## config.mk

```make
export PLATFORM = sky130hd
export DESIGN_NAME = datapath
export DESIGN_NICKNAME = d
export VERILOG_FILES = /design/src/rtl/datapath_pkg.sv /design/src/rtl/register32.sv /design/src/rtl/datapath.sv
export SDC_FILE = /design/constraint.sdc
export NUM_CORES = 1
export LEC_CHECK = 0
export CORE_MARGIN = 10
export CORE_UTILIZATION = 40
export DETAILED_ROUTE_END_ITERATION = 10
export PLACE_DENSITY = 0.63
export SLEW_MARGIN = 0
export SYNTH_ARGS = -nofsm -noshare
export SYNTH_HDL_FRONTEND = slang
export SYNTH_HIERARCHICAL = 1
export SYNTH_SLANG_ARGS = --single-unit
```

## constraint.sdc

```tcl
create_clock -name Clock -period 2.8 [get_ports Clock]
set_input_delay 0.7 -clock Clock [delete_from_list [all_inputs] [get_ports Clock]]
set_output_delay 0.7 -clock Clock [all_outputs]
set_load 0.01 [all_outputs]
```

## src/rtl/datapath_pkg.sv

```systemverilog
// Shared types for the single-bus CPU datapath: word width and the bus-source
// select, whose declaration order mirrors the bus priority (highest first).
package datapath_pkg;

    localparam int WORD_W = 32;

    typedef logic [WORD_W-1:0] word_t;

    typedef enum logic [2:0] {
        SRC_MDR,
        SRC_ZLOW,
        SRC_PC,
        SRC_R3,
        SRC_R7,
        SRC_NONE
    } bus_src_e;

endpackage : datapath_pkg

```

## src/rtl/register32.sv

```systemverilog
// 32-bit register with load enable and asynchronous active-low clear to a
// parameterised reset value.
module register32
    import datapath_pkg::*;
#(
    parameter word_t RESET_VAL = '0
) (
    input  logic  i_clk,
    input  logic  i_rst_n,
    input  logic  i_en,
    input  word_t i_d,
    output word_t o_q
);

    word_t r_q;

    // NOTE: the clear sits in the sensitivity list so it acts without a clock;
    // state is written with <= so every register samples pre-edge values.
    always_ff @(posedge i_clk or negedge i_rst_n) begin
        if (!i_rst_n) begin
            r_q <= RESET_VAL;
        end else if (i_en) begin
            r_q <= i_d;
        end
    end

    assign o_q = r_q;

endmodule : register32

```

## src/rtl/datapath.sv

```systemverilog
// Single-bus 32-bit datapath: priority bus mux, register file slice, Y/Z ALU.
// Optional macro DATAPATH_ONEHOT_CHECK_EN adds a simulation check for multiple bus drivers.
module datapath
    import datapath_pkg::*;
#(
    parameter word_t RESET_PC = 32'h0
) (
    input  logic  Clock,
    input  logic  Clear,
    input  logic  PCout,
    input  logic  Zlowout,
    input  logic  MDRout,
    input  logic  R3out,
    input  logic  R7out,
    input  logic  MARin,
    input  logic  Zin,
    input  logic  PCin,
    input  logic  MDRin,
    input  logic  IRin,
    input  logic  Yin,
    input  logic  IncPC,
    input  logic  Read,
    input  logic  AND,
    input  logic  R3in,
    input  logic  R4in,
    input  logic  R7in,
    input  word_t Mdatain,
    output word_t BusMuxOut,
    output word_t Address
);

    word_t       w_pc, w_ir, w_mar, w_mdr, w_y, w_r3, w_r4, w_r7, w_zhi, w_zlo;
    word_t       w_bus, w_mdr_d;
    logic [63:0] w_c;
    bus_src_e    w_src;
    logic        w_unused;

    // NOTE: every always_comb output gets a default first so no path leaves it
    // unassigned, which would otherwise infer a latch.
    always_comb begin
        w_src = SRC_NONE;
        if      (MDRout)  w_src = SRC_MDR;
        else if (Zlowout) w_src = SRC_ZLOW;
        else if (PCout)   w_src = SRC_PC;
        else if (R3out)   w_src = SRC_R3;
        else if (R7out)   w_src = SRC_R7;
    end

    always_comb begin
        w_bus = '0;
        case (w_src)
            SRC_MDR:  w_bus = w_mdr;
            SRC_ZLOW: w_bus = w_zlo;
            SRC_PC:   w_bus = w_pc;
            SRC_R3:   w_bus = w_r3;
            SRC_R7:   w_bus = w_r7;
            default:  w_bus = '0;
        endcase
    end

    always_comb begin
        w_c = '0;
        if (AND)        w_c = {32'h0, w_y & w_bus};
        else if (IncPC) w_c = {32'h0, w_bus + 32'd1};
    end

    assign w_mdr_d = Read ? Mdatain : w_bus;

    register32 #(.RESET_VAL(RESET_PC)) u_pc (.i_clk(Clock), .i_rst_n(Clear), .i_en(PCin),  .i_d(w_bus),       .o_q(w_pc));
    register32 u_ir  (.i_clk(Clock), .i_rst_n(Clear), .i_en(IRin),  .i_d(w_bus),       .o_q(w_ir));
    register32 u_mar (.i_clk(Clock), .i_rst_n(Clear), .i_en(MARin), .i_d(w_bus),       .o_q(w_mar));
    register32 u_mdr (.i_clk(Clock), .i_rst_n(Clear), .i_en(MDRin), .i_d(w_mdr_d),     .o_q(w_mdr));
    register32 u_y   (.i_clk(Clock), .i_rst_n(Clear), .i_en(Yin),   .i_d(w_bus),       .o_q(w_y));
    register32 u_r3  (.i_clk(Clock), .i_rst_n(Clear), .i_en(R3in),  .i_d(w_bus),       .o_q(w_r3));
    register32 u_r4  (.i_clk(Clock), .i_rst_n(Clear), .i_en(R4in),  .i_d(w_bus),       .o_q(w_r4));
    register32 u_r7  (.i_clk(Clock), .i_rst_n(Clear), .i_en(R7in),  .i_d(w_bus),       .o_q(w_r7));
    register32 u_zhi (.i_clk(Clock), .i_rst_n(Clear), .i_en(Zin),   .i_d(w_c[63:32]),  .o_q(w_zhi));
    register32 u_zlo (.i_clk(Clock), .i_rst_n(Clear), .i_en(Zin),   .i_d(w_c[31:0]),   .o_q(w_zlo));

    // IR, R4 and ZHigh have no reader inside this block yet.
    assign w_unused = ^{w_ir, w_r4, w_zhi};

    assign BusMuxOut = w_bus;
    assign Address   = w_mar;

`ifdef DATAPATH_ONEHOT_CHECK_EN
    always @(posedge Clock) begin
        if (Clear && ($countones({MDRout, Zlowout, PCout, R3out, R7out}) > 1)) begin
            $error("datapath: multiple bus sources asserted");
        end
    end
`endif

endmodule : datapath

```

-- After elaboration in Yosys (flattened, before gate mapping)
Cells that the tools add are included.
- register bits: 224
- output and inout bits: 64
- reductions and logical operators: 1
- add/sub/neg operators: 1
- eq/ne operators: 4
- bitwise operators: 1
- mux-type cells: 9
- operator list (cell ; number):
    one-hot mux 32 bit (5 select lines) ; 1
    2-to-1 mux 32 bit ; 3
    adder 32 x 1 -> 32 bit, second input constant ; 1
    bitwise AND 32 bit ; 1
    2-to-1 mux 3 bit ; 4
    equality test 3 x 2 -> 1 bit, second input constant ; 2
    equality test 3 x 1 -> 1 bit, second input constant ; 1
    equality test 3 bit, second input constant ; 1
    zero test 3 bit ; 1
    2-to-1 mux 1 bit ; 1

-- Longest topological paths before layout
Gate-level depths: netlist of run 1.
- word-level depth: 10
- gate-level depth with buffers: 13
- mapped depth without buffers: 11

-- Cells and area by module
Netlist of run 1, hierarchy kept.
- modules (own cells, without submodules) (module ; area an instance (µm²) ; instances ; cells an instance):
    register32 ; 1345.0 ; 7 ; 68
    datapath ; 3064.2 ; 1 ; 474

-- Worst setup path before layout of run 1
OpenSTA, ideal clock, no wires.
- path type: input to register
- from: input Zlowout
- to: register u_zlo.r_q[20] (netlist: u_zlo/o_q[20])
- library setup time: 0.125 ns
- stages: 13
- path slack: -0.938 ns
- arrival time: 3.613 ns
- cells stage by stage: buf_6 > or3_4 > buf_6 > buf_6 > o221a_2 > inv_1 > ha_1 > o21ai_1 > nor4b_4 > nand4_1 > a22o_1 > a21o_1 > mux2_4
- word-level cells in the longest chain between the ends: 7
- elaborated cells between the ends (all ways): 12
- those cells by class: add/sub (1); eq/ne (4); mux (5); bitwise (1); reduce/logical (1)
- RTL lines (element ; line ; text):
    from (decl) ; datapath.sv:11 ; input logic Zlowout,
    2-to-1 mux 3 bit * ; datapath.sv:43 ; else if (Zlowout) w_src = SRC_ZLOW;
    2-to-1 mux 3 bit * ; datapath.sv:42 ; if (MDRout) w_src = SRC_MDR;
    equality test 3 bit, or another cell as far along ; datapath.sv:51 ; case (w_src)
    one-hot mux 32 bit (5 select lines) * ; datapath.sv:51 ;
    net BusMuxOut[0] ; datapath.sv:28 ; output word_t BusMuxOut,
    adder 32 x 1 -> 32 bit * ; datapath.sv:64 ; else if (IncPC) w_c = {32'h0, w_bus + 32'd1};
    2-to-1 mux 32 bit * ; datapath.sv:64 ;
    2-to-1 mux 32 bit * ; datapath.sv:63 ; if (AND) w_c = {32'h0, w_y & w_bus};
    net w_c[20] ; datapath.sv:34 ; logic [63:0] w_c;
    to (signal assigned) ; register32.sv:23 ; r_q <= i_d;
    to (decl) ; register32.sv:15 ; word_t r_q;
The timed path passes the listed nets; every way through them passes the cells marked *.
A chain may end at the register's enable or synchronous reset.

-- Final worst setup path of run 1
- from: input MDRout
- to: register u_zlo.r_q[26] (netlist: u_zlo/o_q[26])
- word-level cells in the longest chain between the ends: 6
- elaborated cells between the ends (all ways): 11
- those cells by class: add/sub (1); eq/ne (4); mux (4); bitwise (1); reduce/logical (1)
- RTL lines (element ; line ; text):
    from (decl) ; datapath.sv:12 ; input logic MDRout,
    2-to-1 mux 3 bit * ; datapath.sv:42 ;
    equality test 3 bit, or another cell as far along ; datapath.sv:51 ;
    one-hot mux 32 bit (5 select lines) * ; datapath.sv:51 ;
    adder 32 x 1 -> 32 bit ; datapath.sv:64 ;
    2-to-1 mux 32 bit ; datapath.sv:64 ;
    2-to-1 mux 32 bit * ; datapath.sv:63 ;
    net w_c[26] ; datapath.sv:34 ;
Marked as above.

==> results of run 1 <==
## what timing repair did
action,4_1_cts,5_1_grt
cloned,1,0
hold endpoints to repair,13,0
resized for setup,150,76
setup buffers,16,6
endpoints found under the setup margin,58,50
hold buffers,1,0
pin swaps,23,24
## synthesized netlist by cell type (all sizes together), types with 3 or more instances
| master | n |
|---|---|
| o211ai | 8 |
| a22o | 17 |
| nor3 | 6 |
| nor2 | 12 |
| nor2b | 8 |
| o311ai | 3 |
| and4 | 7 |
| nand3 | 33 |
| a21oi | 43 |
| or3 | 4 |
| mux2i | 3 |
| inv | 22 |
| clkbuf | 29 |
| or4 | 6 |
| nand2 | 53 |
| and2 | 8 |
| o21ai | 19 |
| o221ai | 10 |
| nand3b | 32 |
| a31oi | 6 |
| a21o | 10 |
| mux2 | 256 |
| a22oi | 36 |
| o21a | 3 |
| nand4 | 9 |
| a41oi | 4 |
| xnor2 | 3 |
| dfrtp | 224 |
| xor2 | 3 |
| o22ai | 5 |
| buf | 45 |
## through the flow
stage / hold slack [ns] / setup TNS [ns] / total power [mW]
after CTS: 0.510 / -0.318 / 11.1
after detailed placement: 0.491 / -51.59 / 7.66
final: 0.506 / -0.796 / 11.1
after global routing: 0.523 / -2.57 / 11.6
after floorplan: 0.404 / -8.96 / 6.31
after global placement: 0.490 / -49.13 / 7.59
## registers in the layout, summed over array words and instances (netlist names)
signal / count
u_mdr/o_q: 32
u_y/o_q: 32
u_r7/o_q: 32
u_zlo/o_q: 32
u_r3/o_q: 32
u_mar/o_q: 32
u_pc/o_q: 32
## cell families after synthesis
| family | Yosys count | share of synthesized area, % |
|---|---|---|
| buffers and inverters | 96 | 6.35 |
| multiplexers | 259 | 29.7 |
| flip-flops | 224 | 44.9 |
| adder cells (fa/ha/maj) | 1 | 0.100 |
| AND/OR/NAND/NOR | 187 | 8.66 |
| AO/OA/AOI/OAI | 177 | 9.90 |
| XOR/XNOR | 6 | 0.421 |
## power breakdown
part | switching [mW] | internal [mW]
Sequential | 0.427 | 3.93
Clock | 1.35 | 1.98
Combinational | 1.43 | 1.98
Total | 3.21 | 7.89
## worst max-delay path, stage by stage
cell and delay, ns:
buf_8 0.10, or3_4 0.41, buf_12 0.15, a21o_1 0.16
a222oi_1 0.48, buf_4 0.22, buf_6 0.09, and2_4 0.13
nand4_1 0.12, buf_4 0.18, o31ai_4 0.18, a31oi_1 0.13
mux2_4 0.27
## path summary, 6_finish.rpt
kind	from	to	slack, ns
worst max-delay path	MDRout	u_zlo/o_q[26]$_DFFE_PN0P_	-0.11
worst min-delay path	u_r7/o_q[29]$_DFFE_PN0P_	u_r7/o_q[29]$_DFFE_PN0P_	0.51
worst max register to register	u_zlo/o_q[9]$_DFFE_PN0P_	u_zlo/o_q[26]$_DFFE_PN0P_	0.24
worst min register to register	u_r7/o_q[29]$_DFFE_PN0P_	u_r7/o_q[29]$_DFFE_PN0P_	0.51
max in group asynchronous	Clear	u_r3/o_q[10]$_DFFE_PN0P_	1.48
min in group asynchronous	Clear	u_mar/o_q[22]$_DFFE_PN0P_	0.58
## area by class of cell
class                           count  area (µm²)  area share (%)
Multi-Input combinational cell    630        6550            40.3
Sequential cell                   224        5610            34.5
Timing Repair Buffer              288        2680            16.5
Clock buffer                       39         771            4.74
Tap cell                          396         495            3.05
Inverter                           22        87.6           0.539
Clock inverter                      6        61.3           0.377
## routing by layer
| layer | share of wire, % | GRT usage [%] |
|---|---|---|
| met2 | 46 | 27.6 |
| met4 | 1.6 | 3.20 |
| met3 | 4.2 | 2.97 |
| met5 | 0.057 | 0 |
| met1 | 48 | 25.8 |
==> key figures, run 1 <==
Setup path
  • Critical path class: primary input to register
  • R2R depth: 11
  • Critical path data required time: 3.21 ns
  • Crit-path max FO: 5
  • CP Launch Type: primary input
  • Crit path capture type: register
  • Arr. time, crit path: 3.33 ns

Placed design
  • DP HPWL: around 24000 µm
  • Setup WS pre-CTS: -1.08 ns
  • Inst Count DP: approximately 1500
  • Post-DP Area: around 15000 µm²
  • PortBufs: roughly 110
  • Placer congestion estimate: 0.861

Finish
  • FILL cells: 2588
  • Share of cells above drive strength 1: approximately half
  • Ant. Diodes: 0
  • Fin area: around 16000 µm²
  • Fin util: 53.0%
  • Final #Nets: ~1200
  • Final Instance Count excl. Fillers: 1605
  • Synth-to-Final Area Change: 30.2%
  • Commonest non-fill, non-tap cells in the layout: dfrtp_1 (224), mux2_4 (210), buf_4 (140)
  • Most common cell after layout, fill and taps aside: dfrtp_1

Timing
  • Max Slew Vio Count: 0
  • Post-layout minimum cycle time: between 2 and 3 ns
  • RSZ-0062 raised after global routing: true
  • Setup ws final: -0.114 ns
  • Slew margin rel.: a little under a fifth
  • Worst Max-Slew Pin Slew: 1.22 ns
  • Achievable Freq: around 340 MHz
  • Final count of hold timing violations: 0
  • Endpoints failing setup: 17
  • Final Skew: ~0.010 ns
  • Tcrit/Tclk final: 104%

Run
  • Max_cap viols: 0

Floorplanning
  • Top Ports: around 120
  • Die X: between 150 and 200 µm
  • Die Area: 38700 µm²
  • Core ar.: between 30000 and 40000 µm²
  • FP Rows: between 60 and 70
  • Die height: about 200 µm
  • Initial core utilization: roughly 41%

Drt
  • Vias: 8730
  • Pre-antenna DRT Iters: 5
  • WL per Instance: approximately 22 µm
  • Detailed Route WL: between 30000 and 40000 µm
  • Starting DRT DRC Count: between 400 and 500
  • Post-DR vias/cell: ~5.4
  • DRC viols: 0
  • Number of routed nets with antenna violations: 0

Logic synthesis
  • Synth top area cells: dfrtp_1 (45%), mux2_4 (25%), mux2_2 (4.2%), buf_12 (3.4%), a22oi_1 (2.2%)
  • Post-Synthesis Cells: 950
  • Post-synth top area cell: dfrtp_1
  • Predominant post-synthesis flop cell: dfrtp_1
  • #FFs+latches synth: 224
  • Post-synth top area share: between 40 and 50%
  • Post-synth EDFFs: 0
  • Sequential element share of the synthesized area: between 40% and 50%
  • Synth warn: 6
  • Synth cell types: 60
  • Synth async-reset ratio: between 90% and 100%
  • Mapped Area: 12500 µm²
  • Syn_area_per_cell: ~13 µm²
  • Post-Syn Nets: 1002

Clock network
  • CTS Sinks: around 220
  • CTS tree: done
  • Worst-path clk slew: ~0.060 ns
  • Worst-skew pair later-pin latency: around 0.53 ns
  • Clk buf depth: 3
  • CTS Buf Count: 26
  • H-tree depth: 1
  • Root Driver: clkbuf_16

Pwr
  • Lkg Pwr: about 7.5 nW
  • Max IR drop VDD: 0.416 mV
  • Power density over cell area: between 600 and 700 nW/µm²

Global route
  • Vias in the first global route: roughly 9300
  • Total Routing Usage GR: between 10% and 20%
  • Initial antenna violation count: 1
  • GR Overflow Total: 0
  • First-pass GRT wire length: approximately 56000 µm
  • Largest net degree at the start of global routing: 91

Hold path
  • Hold-critical path depth: 1
  • Worst hold path type: register to register

Run status
  • Failing checks: negative setup slack
  • Outcome: finished, violations left
(Power assumes the default switching activity.)
==> run 2: changes to the inputs <==
Settings changed: CORE_MARGIN 10 to 3.
==> key figures, run 2 (same netlist as run 1, synthesis figures left out) <==
Finish
  • Synth-to-Final Area Change: 30.8%
  • Share of cells above drive strength 1: 48.1% (-0.083 points)
  • Fin util: 53.2% (+0.24 points)
  • Final #Nets: 1240 (-0.32%)
  • Most common cell after layout, fill and taps aside: dfrtp_1
  • Commonest non-fill, non-tap cells in the layout: dfrtp_1 (224), mux2_4 (211), buf_4 (134)
  • Ant. Diodes: 0 (unchanged)
  • FILL cells: 2612 (+0.93%)

Floorplanning
  • Die height: 183 µm (-7.1%)
  • Core ar.: 30700 µm² (unchanged)
  • FP Rows: 64 (unchanged)
  • Die Area: 33400 µm² (-14%)
  • Initial core utilization: 40.7% (unchanged)
  • Die X: 183 µm (-7.1%)
  • Top Ports: 115 (unchanged)

Timing
  • Post-layout minimum cycle time: 2.86 ns (-0.0499 ns)
  • Worst Max-Slew Pin Slew: 1.36 ns (+0.145 ns)
  • Max Slew Vio Count: 0 (unchanged)
  • Tcrit/Tclk final: 102% (-1.8 points)
  • RSZ-0062 raised after global routing: true
  • Achievable Freq: 349 MHz (+1.7%)
  • Setup ws final: -0.0637 ns (+0.0499 ns)
  • Final Skew: 0.0263 ns (+0.0161 ns)
  • Endpoints failing setup: 3 (-14)
  • Setup TNS: -0.108 ns (+0.688 ns)
  • Final count of hold timing violations: 0 (unchanged)
  • Slew margin rel.: 8.76% (-9.7 points)

Drt
  • Starting DRT DRC Count: 536 (+19%)
  • Number of routed nets with antenna violations: 0 (unchanged)
  • Pre-antenna DRT Iters: 5 (unchanged)
  • Vias: 8861 (+1.5%)
  • Detailed Route WL: 35300 µm (+0.30%)
  • WL per Instance: 22.0 µm (+0.30%)
  • Post-DR vias/cell: 5.52 (+1.5%)
  • DRC viols: 0 (unchanged)

Placed design
  • PortBufs: 112 (unchanged)
  • Placer congestion estimate: 0.831 (-3.5%)
  • DP HPWL: 22400 µm (-5.2%)

Clock network
  • CTS Buf Count: 27 (+3.8%)
  • H-tree depth: 1 (unchanged)
  • CTS Sinks: 224 (unchanged)
  • Root Driver: clkbuf_16
  • CTS tree: done
  • Worst-skew pair later-pin latency: 0.55 ns (+0.02 ns)
  • Worst-path clk slew: 0.06 ns (about the same)
  • Clk buf depth: 3 (unchanged)

Global route
  • Global Route met1 Usage: 30.4% (+4.6 points)
  • First-pass GRT wire length: 55300 µm (-0.68%)
  • Vias in the first global route: 9393 (+1.3%)
  • Total Routing Usage GR: 20.7% (+2.9 points)
  • Initial antenna violation count: 0 (-1)
  • GR Overflow Total: 0 (unchanged)
  • Global routing's busiest layer: met2
  • Routing usage on met3: 3.55% (+0.58 points)
  • Met2 usage: 31.7% (+4.1 points)
  • Largest net degree at the start of global routing: 91 (unchanged)

Setup path
  • Critical path class: primary input to register
  • Buf/Inv on CP: 4 (-1)
  • Arr. time, crit path: 3.30 ns (-0.03 ns)
  • Critical path data required time: 3.23 ns (+0.02 ns)
  • CP top delay family: simple AND/OR/NAND/NOR gates
  • CP cell instances: buf_8 -> or3_4 -> o221a_4 -> clkinv_4 -> ha_4 -> o21ai_4 -> nor4b_4 -> buf_4 -> nand4_1 -> buf_6 -> o31ai_2 -> a31oi_1 -> mux2_4
  • Crit path capture type: register
  • CP Launch Type: primary input
  • Crit-path max FO: 5 (unchanged)
  • CP max-delay cell: or3_4
  • Slowest stage delay, CP: 0.46 ns (-0.02 ns)
  • Worst reg-to-reg setup slack: 0.17 ns (-0.07 ns)

Pwr
  • Lkg Pwr: 7.54 nW (+0.74%)
  • Power density over cell area: 708 nW/µm² (+3.7%)
  • Max IR drop VDD: 0.447 mV (+7.5%)

Run status
  • Outcome: finished, violations left
  • Failing checks: negative setup slack

Hold path
  • Worst hold path type: register to register

Run
  • Max_cap viols: 0 (unchanged)
[run 2: layout make-up]
cell class                      instances  area, µm²  share of cell area [%]
Sequential cell                       224       5610                    34.3
Timing Repair Buffer                  283       2640                    16.2
Inverter                               22       87.6                   0.537
Clock inverter                         15        220                    1.35
Tap cell                              396        495                    3.04
Multi-Input combinational cell        630       6500                    39.8
Clock buffer                           35        766                    4.69
[run 2: final timing paths]
path	startpoint	endpoint	cells after the start
max in group asynchronous	Clear	u_r7/o_q[2]$_DFFE_PN0P_	3
worst min-delay path	u_mar/o_q[18]$_DFFE_PN0P_	u_mar/o_q[18]$_DFFE_PN0P_	1
worst max-delay path	MDRout	u_zlo/o_q[26]$_DFFE_PN0P_	13
worst min register to register	u_mar/o_q[18]$_DFFE_PN0P_	u_mar/o_q[18]$_DFFE_PN0P_	1
worst max register to register	u_r3/o_q[0]$_DFFE_PN0P_	u_zlo/o_q[26]$_DFFE_PN0P_	12
min in group asynchronous	Clear	u_mar/o_q[23]$_DFFE_PN0P_	2
[run 2: what timing repair did]
item	CTS	global route
pin swaps	15	15
setup endpoints to repair	58	40
hold buffers	1	0
endpoints found under the hold margin	10	0
gates resized for setup	185	40
setup buffers	17	6
gates cloned	3	1
[run 2: power by group]
part | leakage [nW] | total (mW) | switching, mW | internal (mW)
sequential | 2.76 | 4.36 | 0.435 | 3.93
clock | 0.487 | 3.83 | 1.44 | 2.39
combinational | 4.29 | 3.37 | 1.40 | 1.96
total | 7.54 | 11.6 | 3.28 | 8.28
[run 2: routing by layer]
layer  wire length, µm  vias up
met3              1920       60
met1             16600     4538
met4               965        0
li1                  -     3998
met5                 0        -
met2             15800      265
[run 2: per-stage QoR]
step	worst slack, ns	cell area, µm²	hold WS (ns)	power [mW]	std cells
2_1_floorplan	-0.572	12600	0.404	6.31	950
3_3_place_gp	-0.911	14700	0.492	7.52	1528
3_5_place_dp	-0.979	14700	0.493	7.59	1528
4_1_cts	-0.0316	16200	0.510	11.6	1599
5_1_grt	-0.117	16300	0.518	12.1	1605
6_report	-0.0637	16300	0.508	11.6	1605
